File: src/rtl/stove_pkg.sv
// Shared types for the stove controller family: top-level state and level width.
package stove_pkg;

    localparam int LVL_W = 4;

    typedef enum logic [1:0] {
        OFF    = 2'd0,
        IDLE   = 2'd1,
        ADJUST = 2'd2
    } state_t;

endpackage

File: src/rtl/stove_multi_press_hold_detector.sv
// Button helper: rising-edge pulse plus a saturating hold counter that emits one long-press pulse per hold.
// A button found held when reset releases stays disarmed until it is seen low.
module press_hold_detector #(
    parameter int HOLD_CYCLES = 150000000
) (
    input  logic clk,
    input  logic i_rst_n,
    input  logic i_lvl,
    input  logic i_hold,
    output logic o_edge,
    output logic o_long
);
    localparam int CW = $clog2(HOLD_CYCLES + 1);

    logic          r_prev;
    logic          r_armed;
    logic [CW-1:0] r_cnt;
    logic          w_counting;

    assign w_counting = i_hold & r_armed;
    assign o_edge     = i_lvl & ~r_prev & r_armed;
    assign o_long     = w_counting & (r_cnt == CW'(HOLD_CYCLES - 1));

    always_ff @(posedge clk) begin
        if (!i_rst_n) begin
            r_prev  <= 1'b0;
            r_armed <= 1'b0;
            r_cnt   <= '0;
        end else begin
            r_prev <= i_lvl;
            if (!i_lvl) begin
                r_armed <= 1'b1;
            end
            // Stops at HOLD_CYCLES so the long pulse cannot repeat within one hold.
            if (!w_counting) begin
                r_cnt <= '0;
            end else if (r_cnt != CW'(HOLD_CYCLES)) begin
                r_cnt <= r_cnt + CW'(1);
            end
        end
    end

endmodule

File: src/rtl/stove_multi.sv
// Multi-surface stove controller: on/off, one selected surface, per-surface power levels.
// Short and long presses on inc/dec, inactivity timeout; every output is a register.
module stove_multi
    import stove_pkg::*;
#(
    parameter int NUM_SURFACES   = 4,
    parameter int MAX_LEVEL      = 9,
    parameter int HOLD_CYCLES    = 150000000,
    parameter int TIMEOUT_CYCLES = 500000000
) (
    input  logic                      clk,
    input  logic                      async_reset,
    input  logic                      power_toggle,
    input  logic [NUM_SURFACES-1:0]   surface_toggle,
    input  logic                      power_level_inc,
    input  logic                      power_level_dec,
    output logic [4*NUM_SURFACES-1:0] levels,
    output logic [NUM_SURFACES-1:0]   selected,
    output logic                      powered
);
    localparam int               TW      = $clog2(TIMEOUT_CYCLES + 1);
    localparam logic [LVL_W-1:0] MAX_LVL = LVL_W'(MAX_LEVEL);

    state_t                  r_state;
    logic [NUM_SURFACES-1:0] r_sel;
    logic                    r_powered;
    logic [TW-1:0]           r_idle_cnt;

    logic                    w_inc_edge, w_inc_long;
    logic                    w_dec_edge, w_dec_long;
    logic                    w_unused_both_edge, w_both_long;
    logic                    w_inc_only, w_dec_only, w_both;
    logic [NUM_SURFACES-1:0] w_tog;
    logic                    w_active, w_timeout, w_all_zero;

    assign w_inc_only = power_level_inc & ~power_level_dec;
    assign w_dec_only = power_level_dec & ~power_level_inc;
    assign w_both     = power_level_inc & power_level_dec;

    press_hold_detector #(.HOLD_CYCLES(HOLD_CYCLES)) u_inc (
        .clk(clk), .i_rst_n(async_reset), .i_lvl(power_level_inc), .i_hold(w_inc_only),
        .o_edge(w_inc_edge), .o_long(w_inc_long)
    );
    press_hold_detector #(.HOLD_CYCLES(HOLD_CYCLES)) u_dec (
        .clk(clk), .i_rst_n(async_reset), .i_lvl(power_level_dec), .i_hold(w_dec_only),
        .o_edge(w_dec_edge), .o_long(w_dec_long)
    );
    press_hold_detector #(.HOLD_CYCLES(HOLD_CYCLES)) u_both (
        .clk(clk), .i_rst_n(async_reset), .i_lvl(w_both), .i_hold(w_both),
        .o_edge(w_unused_both_edge), .o_long(w_both_long)
    );

    // Isolate the lowest set toggle bit.
    assign w_tog      = surface_toggle & (~surface_toggle + NUM_SURFACES'(1));
    assign w_active   = power_toggle | (|surface_toggle) | power_level_inc | power_level_dec;
    assign w_timeout  = ~w_active & (r_idle_cnt == TW'(TIMEOUT_CYCLES - 1));
    assign w_all_zero = (levels == '0);

    assign selected = r_sel;
    assign powered  = r_powered;

    always_ff @(posedge clk) begin
        if (!async_reset) begin
            r_state    <= OFF;
            r_sel      <= '0;
            r_powered  <= 1'b0;
            r_idle_cnt <= '0;
        end else if (r_state == OFF) begin
            r_idle_cnt <= '0;
            if (power_toggle) begin
                r_state   <= IDLE;
                r_powered <= 1'b1;
            end
        end else begin
            if (w_active || w_timeout) begin
                r_idle_cnt <= '0;
            end else if (r_idle_cnt != TW'(TIMEOUT_CYCLES)) begin
                r_idle_cnt <= r_idle_cnt + TW'(1);
            end

            if (power_toggle) begin
                r_state   <= OFF;
                r_sel     <= '0;
                r_powered <= 1'b0;
            end else if (w_tog != '0) begin
                if ((w_tog & r_sel) != '0) begin
                    r_sel   <= '0;
                    r_state <= IDLE;
                end else begin
                    r_sel   <= w_tog;
                    r_state <= ADJUST;
                end
            end else if (w_timeout) begin
                if (r_state == ADJUST) begin
                    r_sel   <= '0;
                    r_state <= IDLE;
                end else if (w_all_zero) begin
                    r_state   <= OFF;
                    r_powered <= 1'b0;
                end
            end
        end
    end

    for (genvar i = 0; i < NUM_SURFACES; i++) begin : g_surf
        logic [LVL_W-1:0] r_lvl;

        assign levels[LVL_W*i +: LVL_W] = r_lvl;

        // Adjustments target the selection held at the start of the cycle.
        always_ff @(posedge clk) begin
            if (!async_reset) begin
                r_lvl <= '0;
            end else if (r_state != OFF && power_toggle) begin
                r_lvl <= '0;
            end else if (r_state == ADJUST) begin
                if (w_both_long) begin
                    r_lvl <= '0;
                end else if (r_sel[i]) begin
                    if (w_inc_long) begin
                        r_lvl <= MAX_LVL;
                    end else if (w_dec_long) begin
                        r_lvl <= '0;
                    end else if (w_inc_edge && !w_dec_edge && r_lvl != MAX_LVL) begin
                        r_lvl <= r_lvl + LVL_W'(1);
                    end else if (w_dec_edge && !w_inc_edge && r_lvl != '0) begin
                        r_lvl <= r_lvl - LVL_W'(1);
                    end
                end
            end
        end
    end

endmodule

File: config.mk
export PLATFORM = sky130hd
export DESIGN_NAME = stove_multi
export DESIGN_NICKNAME = d
export VERILOG_FILES = /design/src/rtl/stove_pkg.sv /design/src/rtl/stove_multi_press_hold_detector.sv /design/src/rtl/stove_multi.sv
export SDC_FILE = /design/constraint.sdc
export NUM_CORES = 1
export LEC_CHECK = 0
export ABC_CLOCK_PERIOD_IN_PS = 3300
export CAP_MARGIN = 20
export CORE_MARGIN = 4
export CORE_UTILIZATION = 43
export CTS_CLUSTER_DIAMETER = 100
export CTS_CLUSTER_SIZE = 24
export DETAILED_ROUTE_END_ITERATION = 7
export GPL_ROUTABILITY_DRIVEN = 0
export SLEW_MARGIN = 20
export SYNTH_ARGS = -nofsm -noshare
export SYNTH_HDL_FRONTEND = slang
export SYNTH_SLANG_ARGS = --single-unit
File: constraint.sdc
create_clock -name clk -period 3.3 [get_ports clk]
set_clock_uncertainty 0.1 [all_clocks]
set_input_delay 0.66 -clock clk [delete_from_list [all_inputs] [get_ports clk]]
set_output_delay 0.66 -clock clk [all_outputs]
set_load 0.01 [all_outputs]
==> results, run 1 <==
- The die is ~140 um wide.
- The first global-routing pass estimated around 28000 um of wire.
- The remaining antenna violation count after routing is 0.
- The count of instances resized after the clock tree is built is 0.
- TritonCTS created 17 clock buffers.
- The count of max-cap constraint violations is 0.
- The longest clock path from root to sink contains 2 buffers.
- The headroom to the max-slew limit is around 51%.
- Yosys attributes the largest share of cell area to dfxtp_1 (39%), xor2_1 (8.0%), nor2_1 (7.3%), xnor2_1 (4.4%), nand3_1 (3.5%).
- The cell depth of the worst hold path is 2.
- The switching power of the nets is about 830 uW.
- The detailed-route via count is ~6000.
- Power spread over the standard cell area amounts to approximately 460 nW/um^2.
- The synthesized netlist devotes 30.29% of its cell area to simple gates.
- The Yosys warning count is 0.
- Before CTS, the worst setup slack after placement is between 0.2 and 0.25 ns.
- The summed instance area of the synthesized netlist is 7188 um^2.
- The die extent in y is around 140 um.
- The count of flip-flops with a built-in enable after synthesis is 0.
- The final-layout setup total negative slack is 0 ns.
- IR analysis of the VDD net gives a maximum drop of approximately 340 uV.
- The area share of the leading cell type in the synthesized netlist is roughly two fifths.
- The launching element type of the critical path is an input pin.
- Counting distinct cell types in the post-synthesis netlist gives 64.
- The floorplan has 47 rows.
- During placement, the flow inserted port buffers numbering 29.
- The die area is roughly 19000 um^2.
- The maximum clock frequency is between 300 and 400 MHz.
- The final instance area is around 8400 um^2.
- The post-route worst setup slack is between 0.6 and 0.7 ns.
- The detail-routed via count per cell is 5.282.
- The final layout contains routed wiring with a total length of 16050 um.
- TritonCTS built the clock tree.
- The clock tree root driver cell is clkbuf_16.
- For the worst setup path, the data required time is around 3.5 ns.
- The synthesized design spends more area on one cell type than any other, namely dfxtp_1.
- The initial standard-cell utilization of the core is between 40% and 50%.
- Of the post-synthesis cell area, the part taken by muxes is 0.9748%.
- A synthesized cell averages 8.547 um^2.
- The post-CTS repair timing setup buffer count is 0.
- The routed length per placed instance is approximately 14 um.
- The final antenna diode count is 0.
- The maximum number of pins on one net before global-route repair is 29.
- The number of max-slew violations in the final report came to 0.
- The number of antenna violations at the first check in global routing is 0.
- In the synthesized netlist the dominant register cell turns out to be dfxtp_1.
- The aggregate global routing overflow is 0.
- The iteration count of the initial detailed-routing pass is 5.
- The share of the Yosys chip area taken by registers is about two fifths.
- The count of final hold-check violations is 0.
- For this run, design rule violations remaining after detail routing come to 0.
- The top fanout value on the critical path is 9.
- The clock latency reported for the late side of the worst-skew pair is approximately 0.42 ns.
- Data arrives at the worst endpoint at about 2.9 ns.
- The synthesis-to-layout area growth is 16.47%.
- The power share of the clock group is between 50% and 60%.
- The smallest clock period supported by the final layout is computed as roughly 2.7 ns.
- Combinational cells account for under 10% of the total power.
- The via count of the first global-routing pass is between 5000 and 6000.
- The flip-flop and latch count after synthesis is 141.
- The slew of the pin with the lowest slew margin is 0.7260 ns.
- Setup repair after global routing left no endpoint under its margin.
- The clock transition at the registers of the reported paths is 0.06 ns.
- In this run the cell area measured after placement is 7751 um^2.
- The synthesized netlist net count is 870.
- After synthesis, the share of flip-flops with an asynchronous set or reset is 0%.
- The post-route netlist has 7.071% of its cells at a drive strength greater than 1.
- In this run the standard cell core region covers 16470 um^2.
- The synthesized netlist devotes between 10% and 20% of its cell area to compound gates.
- The I/O pin total is 30.
- The critical path capture point type is a flip-flop.
- The synthesized netlist devotes 12.43% of its cell area to XOR and XNOR gates.
- The tree built by TritonCTS fans out to between 100 and 150 sinks.
- In this run the worst hold path is classified as flip-flop to flip-flop.
- The cell-internal power is approximately 3000 uW.
- The switching part of the total power is between 20 and 25%.
- Across every metal layer, demand over resource in global routing totals a little under a fifth.
- The flow ran to the end, and the final reports show no timing, DRC or antenna violations.
- The leakage power is between 0.002 and 0.003 uW.
- The type of the setup path with the least slack is input pin to flip-flop.
- After Yosys synthesis, full adders, half adders and majority gates account for 3.899% of the synthesized area.
- The number of hold buffers added after CTS is 0.
- The logic depth of the worst register-to-register path is 6.
- By area, the combinational part of the netlist is dominated by simple AND/OR/NAND/NOR gates.
- Setup violations remaining at the end of the flow were counted as 0.
- The detailed router finished its first iteration with between 300 and 400 violations.
- Detailed placement finished with a half-perimeter wire length of 11270 um.
- The sequential share of power is roughly 45%.
- The net count of the finished layout is just over 900.
- The number of H-tree levels is 4.
- The cell count after synthesis is approximately 840.
- Of the available clock period, the critical path in the final layout requires between 80% and 90%.
final timing paths:
check                           slack, ns        startpoint            endpoint
worst max-delay path                 0.64   power_level_inc  g_surf[1].r_lvl[3]
worst min-delay path                 0.38           powered             powered
worst max register to register       0.80  u_both.r_cnt[10]  g_surf[3].r_lvl[0]
worst min register to register       0.38           powered             powered
placed cells by master, fill, tap and decap left out, types with 5 or more instances in the layout:
cell,n
o31ai_1,6
xor2_1,66
nand2_1,59
inv_1,35
or3_1,12
nor3_1,24
o21a_1,6
clkbuf_16,17
nand2b_1,5
a21o_1,6
buf_4,11
clkdlybuf4s50_1,29
xnor2_1,36
a21oi_1,30
o32ai_1,5
o21ai_0,16
ha_1,16
and3_1,18
nor2_1,139
nor4b_1,6
nand3_1,50
nand4_1,34
and2_1,5
clkinv_2,5
nor4_1,15
and4_1,7
dfxtp_1,141
mux2i_1,7
nand4bb_1,6
o211ai_1,5
metal layers:
metal	GRT usage (%)	share of wire, %	vias up
li1	-	-	3054
met1	24.08	49	2740
met3	4.492	3.6	13
met4	5.266	0.95	0
met5	0	0	-
met2	28.96	47	61
final cells by class:
class                   count  area (um^2)
flip-flops and latches    141         2823
fillers                  1567         8094
clock buffers              17        425.4
clock inverters            15        195.2
multi-input cells         642         4145
well taps                 220        275.3
repair buffers             40        372.9
inverters                  36        135.1
flip-flops by register name, summed over array words and instances (netlist names):
| name | cells |
|---|---|
| u_inc.r_armed | 1 |
| powered | 1 |
| u_inc.r_prev | 1 |
| u_both.r_armed | 1 |
| u_both.r_cnt | 28 |
| r_state | 2 |
| u_dec.r_armed | 1 |
| r_idle_cnt | 29 |
| u_dec.r_cnt | 28 |
| selected | 4 |
| u_inc.r_cnt | 28 |
| u_dec.r_prev | 1 |
| g_surf.r_lvl | 16 |
critical path: stages:
cell	delay, ns
clkdlybuf4s50_1	0.54
and3b_1	0.39
nand3_1	0.19
ha_1	0.32
a21o_1	0.18
a21oi_1	0.17
xor2_1	0.16
o211ai_1	0.10
o211a_1	0.15
cells in the mapped netlist, types with 3 or more instances:
library cell  count
o21bai_1          4
clkbuf_1         19
o31ai_1           6
inv_1            35
and4b_1           3
ha_1             16
nor4b_1           6
nand3b_1          3
o32ai_1           5
and4_1            7
nand3_1          50
nor3_1           24
nand4b_1          3
o21a_1            6
and2_1            5
xor2_1           66
dfxtp_1         141
nand4_1          34
o21ai_0          16
and3_1           18
mux2i_1           7
o211ai_4          3
a21oi_1          30
o22ai_1           4
or3_1            12
nand4bb_1         6
xnor2_1          36
o211ai_1          5
nand2_1          59
a21o_1            6
fa_1              4
o211a_1           3
nand2b_1          5
nor4_1           15
and3b_1           3
nor2_1          139
metrics by stage:
| step | util, % | total power (uW) | std cells | hold slack (ns) |
|---|---|---|---|---|
| after detailed placement | 47.07 | 1868 | 1079 | 0.3728 |
| after CTS | 50.84 | 3897 | 1111 | 0.3847 |
| after global placement | 47.07 | 1868 | 1079 | 0.3687 |
| after floorplan | - | 1822 | 841 | 0.3431 |
| after global routing | 50.84 | 3978 | 1111 | 0.4075 |
| final | 50.84 | 3848 | 1111 | 0.3804 |
kinds of logic after synthesis:
group                    Yosys count
AO/OA/AOI/OAI                    101
multiplexers                       7
XOR/XNOR                         102
flip-flops                       141
AND/OR/NAND/NOR                  412
buffers and inverters             58
adder cells (fa/ha/maj)           20
power groups by stage:
stage | Clock (uW) | Combinational, uW | Sequential, uW
floorplan | 0 | 65.2 | 1760
global placement | 0 | 109 | 1760
detailed placement | 0 | 109 | 1760
CTS | 2070 | 110 | 1720
global route | 2130 | 123 | 1720
finish | 2020 | 109 | 1720
Note: power is estimated with default switching activity, not from simulation.
==> inputs of run 2 (changes only) <==
--- a/config.mk
+++ b/config.mk
@@ -5,7 +5,7 @@
 export SDC_FILE = /design/constraint.sdc
 export NUM_CORES = 1
 export LEC_CHECK = 0
-export ABC_CLOCK_PERIOD_IN_PS = 3300
+export ABC_CLOCK_PERIOD_IN_PS = 2700
 export CAP_MARGIN = 20
 export CORE_MARGIN = 4
 export CORE_UTILIZATION = 43
==> constraint.sdc (replaced) <==
create_clock -name clk -period 2.7 [get_ports clk]
set_clock_uncertainty 0.1 [all_clocks]
set_input_delay 0.54 -clock clk [delete_from_list [all_inputs] [get_ports clk]]
set_output_delay 0.54 -clock clk [all_outputs]
set_load 0.01 [all_outputs]
==> results, run 2 (same netlist as run 1, synthesis figures left out) <==
- The clock transition at the registers of the reported paths is about 0.06 ns.
- The iteration-0 DRC count of the detailed router is roughly 310.
- The number of max-slew violations in the final report is 0.
- The number of antenna violations at the first check in global routing is 0.
- In this run, post-CTS repair resized a total of 0 instances.
- Counting cells, the worst reg-to-reg path comes to 7.
- After detailed routing, the number of remaining DRC violations is 0.
- The first global-routing pass estimated 27290 um of wire.
- The floorplan has between 40 and 50 rows.
- Hold is met by 0.3848 ns.
- Of the cells placed in the final design, the portion with a size suffix greater than 1 is 10.09%.
- For this run, the post-layout net count is between 900 and 1000.
- The root buffer cell chosen for the clock tree is clkbuf_16.
- The worst setup path is captured at a flip-flop.
- The number of buffers and inverters on the critical path is 1.
- The total power density per cell area is 566.7 nW/um^2.
- The final cell count without fillers is roughly 1100.
- The detailed-route via count is approximately 6000.
- The count of max-cap constraint violations is 0.
- The final critical delay including setup and external delays is ~2.5 ns.
- The register with the most flip-flops in the layout has 29 of them.
- Walking the worst path, the cells encountered are clkdlybuf4s50_1, and3b_1, nand3_1, ha_1, a21o_1, a21oi_1, xor2_1, o211ai_1, o211a_1.
- The top cell types in the final layout, fill and taps aside, are dfxtp_1 (141), nor2_1 (139), xor2_1 (66).
- Setup repair after global routing left no endpoint under its margin.
- From synthesis to final layout, the design area changed by 20.37%.
- The floorplan step set the die height to between 100 and 150 um.
- VDD sags by at most between 400 and 500 uV.
- The top fanout value on the critical path is 8.
- The worst setup path is of the input pin to flip-flop kind.
- In this run, CTS created clock tree buffers numbering 17.
- The detail-routed via count per cell is 5.221.
- Headroom to the max-slew limit came out at between 40% and 50%.
- Data on the critical path arrives at its endpoint at 2.71 ns.
- Based on the critical path, the design can be clocked at up to 399.8 MHz.
- The aggregate global routing overflow is 0.
- For this design the static power due to leakage is 0.002982 uW.
- At the pin with the least slew margin, the transition time is about 0.76 ns.
- In the finished design, the share of the clock period the worst path needs comes to 92.65%.
- In this run, post-CTS hold repair placed 0 buffers.
- Counting instances, the worst hold path has a depth of 2.
- The launching element type of the critical path is an input pin.
- The library cell used most frequently in the layout, excluding fill and tap cells, is dfxtp_1.
- The iteration count of the initial detailed-routing pass is 4.
- The number of placed instances, taps included, is roughly 1100.
- The floorplan step set the die width to 137.3 um.
- The overall fraction of global-route tracks in use is 17.98%.
- The count of final hold-check violations was 0.
- The area of the core is about 16000 um^2.
- The critical path data required time is approximately 2.9 ns.
- The clock tree from TritonCTS is yes.
- The min-delay analysis places its worst path in the category flip-flop to flip-flop.
- Dividing the detail-routed wire length by the instance count gives around 14 um.
- Port buffering added 29 buffers.
- Entering global routing, the biggest net connects 30 pins.
- The clock passes through at most 2 buffers.
- The number of clock sinks seen by CTS is 141.
- The via count of the first global-routing pass is about 5500.
- The setup-violating endpoint count in the final report is 0.
- The cell family contributing the most delay on the critical path is compound AO/OA/AOI/OAI gates.
- The flow ran to the end, and the final reports show no timing, DRC or antenna violations.
- Wires add up to 16190 um.
- The slowest stage of the critical path belongs to the cell clkdlybuf4s50_1.
- The die area is between 15000 and 20000 um^2.
- The HPWL after detailed placement is around 11000 um.
- The register with the most flip-flops is r_idle_cnt.
- The initial standard-cell utilization of the core is between 40% and 50%.
- CTS built an H-tree with a depth of 4.
- The post-CTS repair timing setup buffer count is 0.
- The number of logic stages on the critical path including buffering is 9.
- In this run the count of I/O pins placed on the die edge is 30.
- The largest single stage delay on the critical path is about 0.54 ns.
- The remaining antenna violation count after routing is 0.
- The clock latency reported for the late side of the worst-skew pair is ~0.42 ns.
- 0 antenna diodes ended up in the layout.
[run 2: cell count changes in the layout (fill, tap and decap cells not counted)]
cell	change
buf_4	+31
clkinv_2	-3
bufinv_16	+1
clkbuf_8	+4
inv_6	-1
clkinv_4	-2
clkbuf_1	+1
[run 2: worst min-delay path, cell delays in order (launching register included)]
cell and delay (ns):
dfxtp_1 0.32, nand2_1 0.06, a21oi_1 0.06
[run 2: area by class of cell]
type                            count  area (um^2)
Sequential cell                   141         2823
Clock buffer                       22        484.2
Multi-Input combinational cell    642         4145
Clock inverter                     10        183.9
Timing Repair Buffer               71        605.6
Inverter                           36        135.1
Fill cell                        1545         7814
Tap cell                          220        275.3
[run 2: metrics by stage]
step	power (uW)	utilization (%)	TNS, ns	instance area [um^2]	setup WS [ns]
2_1_floorplan	2226	-	0	7188	0.2773
3_3_place_gp	2300	48.49	-1.592	7984	-0.1453
3_5_place_dp	2300	48.49	-2.151	7984	-0.2187
4_1_cts	4952	52.55	0	8652	0.2194
5_1_grt	5060	52.55	0	8652	0.01756
6_report	4903	52.55	0	8652	0.1986
[run 2: per-layer routing]
| metal | track usage, % | vias to the layer above | share of wire (%) | wire [um] |
|---|---|---|---|---|
| met1 | 24.34 | 2792 | 50 | 8017 |
| met2 | 28.31 | 55 | 46 | 7477 |
| met3 | 4.273 | 11 | 3.2 | 515 |
| met4 | 5.820 | 0 | 1.1 | 175 |
| li1 | - | 3104 | - | - |
| met5 | 0 | - | 0 | 0 |
[run 2: final timing paths]
path	from	end	slack (ns)
worst max-delay path	power_level_inc	g_surf[1].r_lvl[3]	0.20
worst min-delay path	powered	powered	0.38
worst max register to register	u_both.r_cnt[10]	g_surf[3].r_lvl[0]	0.27
worst min register to register	powered	powered	0.38
[run 2: power breakdown]
part	internal, uW	total, uW	leakage [uW]	switching (uW)
Combinational	66.2	152	0.00152	86.2
Sequential	2090	2100	0.00114	11.5
Clock	1740	2650	0.000322	911
Total	3890	4900	0.00298	1010
==> inputs of run 3 (changes only) <==
--- a/config.mk
+++ b/config.mk
@@ -7,13 +7,17 @@
 export LEC_CHECK = 0
 export ABC_CLOCK_PERIOD_IN_PS = 2700
 export CAP_MARGIN = 20
+export CELL_PAD_IN_SITES_DETAIL_PLACEMENT = 0
+export CELL_PAD_IN_SITES_GLOBAL_PLACEMENT = 2
 export CORE_MARGIN = 4
-export CORE_UTILIZATION = 43
+export CORE_UTILIZATION = 38
 export CTS_CLUSTER_DIAMETER = 100
 export CTS_CLUSTER_SIZE = 24
 export DETAILED_ROUTE_END_ITERATION = 7
 export GPL_ROUTABILITY_DRIVEN = 0
+export PLACE_DENSITY_LB_ADDON = 0.1
 export SLEW_MARGIN = 20
 export SYNTH_ARGS = -nofsm -noshare
 export SYNTH_HDL_FRONTEND = slang
+export SYNTH_HIERARCHICAL = 1
 export SYNTH_SLANG_ARGS = --single-unit
==> results, run 3 <==
- The worst flop-to-flop path endpoint is g_surf[0].r_lvl[2].
- The startpoint of the worst-slack reg-to-reg timing path is u_both/r_cnt[26].
- The floorplan step defined a core boundary enclosing 19590 um^2.
- Dividing the detail-routed via count by the number of cells gives 5.423.
- The register with the most flip-flops in the layout has 29 of them.
- For this design the ratio of total power to cell area is 486.1 nW/um^2.
- The count of final hold-check violations is 0.
- The logic depth of the worst register-to-register path is 9.
- The routed length per placed instance is around 14 um.
- The repair_antennas step left the layout with diodes totalling 0.
- Once routing completed, OpenROAD measured the worst setup slack at roughly 0.14 ns.
- The via count of the first global-routing pass came to 6699.
- For this configuration, the core starts out at a cell density of slightly below 40%.
- The remaining antenna violation count after routing is 0.
- In this run the mean area of a mapped cell was between 8 and 9 um^2.
- The clock transition at the registers of the reported paths is around 0.070 ns.
- The Yosys warning count is 6.
- Data arrives at the worst endpoint at about 2.8 ns.
- Max-cap violations in this run came to 0.
- For the worst setup path, the data required time is about 2.9 ns.
- Summing all flip-flop and latch instances after layout gives approximately 2800 um^2.
- The iteration-0 DRC count of the detailed router is roughly 250.
- The net total in the final layout is 1029.
- The number of buffer cells added on primary ports is 29.
- STA classifies the critical path startpoint as an input pin.
- The first global-routing pass estimated 31510 um of wire.
- The number of H-tree levels is 4.
- The start point of the worst hold path is u_dec/r_cnt[27].
- Setup violations remaining at the end of the flow were counted as 0.
- The fraction of the core area covered by cells at the end of the flow is 47.20%.
- Summed over all cells, the static leakage comes to slightly above 0.003 uW.
- The top fanout value on the critical path is 5.
- The share of post-route cells with drive strength above 1 is between 10% and 20%.
- In the layout the commonest cells are dfxtp_1 (141), nor2_1 (103), buf_4 (81).
- The iteration count of the initial detailed-routing pass is 5.
- The worst hold path terminates at u_dec/r_cnt[27].
- The number of clock sinks seen by CTS is about 140.
- Detailed routing inserted a total of between 6000 and 7000 vias.
- The synthesized netlist net count is approximately 940.
- The number of max-slew violations in the final report came to 0.
- The aggregate global routing overflow is 0.
- The most frequent standard cell in the layout excluding fill and tap cells is dfxtp_1.
- The final critical path takes up ~95% of the cycle.
- The critical path is of the input pin to flip-flop type.
- The worst slack at placement is -0.4161 ns.
- The headroom to the max-slew limit is between 50% and 60%.
- In the routed design, unresolved DRC markers number 0.
- The largest incremental delay on the critical path is around 0.55 ns.
- The number of CTS-inserted buffers is 17.
- The multi-input combinational cells in the finished layout cover a total of about 4500 um^2.
- The overall fraction of global-route tracks in use is 16.77%.
- The synthesis-to-layout area growth is 21.75%.
- The later pin in the worst-skew pair is clocked with a latency of around 0.42 ns.
- The die area is 22310 um^2.
- The type of the most critical hold path is flip-flop to flip-flop.
- The maximum clock frequency is 391.4 MHz.
- The die is 149.4 um wide.
- The register with the most flip-flops is r_idle_cnt.
- The setup slack on the worst flop-to-flop path is 0.17 ns.
- STA classifies the critical path endpoint as a flip-flop.
- The HPWL after detailed placement is 13010 um.
- The final critical delay including setup and external delays is between 2 and 3 ns.
- The slowest stage of the critical path belongs to the cell clkdlybuf4s50_1.
- The cell count after synthesis is ~910.
- The number of filler instances in the final layout is 1864.
- The run finished with clean final reports.
- The summed instance area of the synthesized netlist is about 7600 um^2.
- The peak ir drop on the vdd network is approximately 360 uV.
- Measured along the y axis, the die boundary spans around 150 um.
- For the pin with the worst max-slew slack, the measured transition is between 0.6 and 0.7 ns.
- The number of antenna violations at the first check in global routing came to 0.
- The cell depth of the worst hold path is 2.
- Traced cell by cell, the critical path runs through clkdlybuf4s50_1, nand2_1, nor2_2, nand2b_4, a31oi_1, inv_1, ha_1, a21o_1, a21oi_1, xnor2_1, o21a_1, o21ai_0.
- The maximum number of pins on one net before global-route repair is 29.
- The floorplan has 51 rows.
- Counting along the longest clock path gives a buffer depth of 2.
- TritonCTS built the clock tree.
- For this design the top-level I/O count stands at 30.
- After detailed routing, the total wire length is around 18000 um.
- The clock tree root driver cell is clkbuf_16.
-- run 3: report_power, final --
group	leakage [uW]	total (uW)	switching, uW	internal [uW]
logic	0.00171	186	98.5	87.2
clock network	0.000257	2200	996	1200
registers	0.00114	2110	16.9	2090
total	0.00311	4490	1110	3380
-- run 3: area by class of cell --
class	count	share of cell area [%]
inverter	37	1.502
clock buffer	17	4.601
multi-input combinational	693	48.63
sequential	141	30.53
clock inverter	15	1.407
timing repair buffer	110	9.743
tap	265	3.586
-- run 3: how the worst max path moves through the flow --
stage / start / to / slack [ns] / depth (start not counted)
2_1_floorplan: u_inc/r_cnt[13] / g_surf[1].r_lvl[2] / 0.02 / 9
6_report: power_level_inc / g_surf[0].r_lvl[3] / 0.14 / 12
3_5_place_dp: power_level_inc / g_surf[1].r_lvl[2] / -0.42 / 10
5_1_grt: power_level_inc / g_surf[1].r_lvl[2] / -0.02 / 9
3_3_place_gp: power_level_inc / g_surf[2].r_lvl[3] / -0.36 / 12
4_1_cts: u_both/r_cnt[26] / g_surf[2].r_lvl[0] / 0.04 / 8
-- run 3: per-stage QoR --
step | total power, uW | hold slack, ns | area, um^2 | instances | TNS (ns)
floorplan | 2252 | 0.3471 | 7607 | 914 | 0
global placement | 2337 | 0.3576 | 8577 | 1242 | -6.025
detailed placement | 2340 | 0.3660 | 8577 | 1242 | -7.212
CTS | 4561 | 0.3763 | 9138 | 1274 | 0
global route | 4676 | 0.3864 | 9246 | 1278 | -0.05420
finish | 4494 | 0.3766 | 9246 | 1278 | 0
-- run 3: worst max-delay path, delay by kind of cell --
kind                       cells  cell delay [ns]
adders and majority gates      1             0.27
and+or+nand+nor                3             0.38
buffers and inverters          2             0.64
AOI/OAI and AO/OA              5             0.87
xor gates and xnor gates       1             0.10
-- run 3: timing repair --
| action | 4_1_cts | 5_1_grt |
|---|---|---|
| pin swaps | 0 | 3 |
| endpoints found under the setup margin | 12 | 16 |
| resized for setup | 1 | 16 |
| buffers inserted | 0 | 4 |
| endpoints found under the hold margin | 0 | 0 |
| hold buffers | 0 | 0 |
-- run 3: per-layer routing --
layer / global-route usage (%) / vias up / wire length (um)
li1: - / 3512 / -
met1: 21.70 / 3307 / 8542
met2: 28.33 / 91 / 8886
met3: 3.342 / 21 / 495
met4: 5.034 / 0 / 257
met5: 0 / - / 0
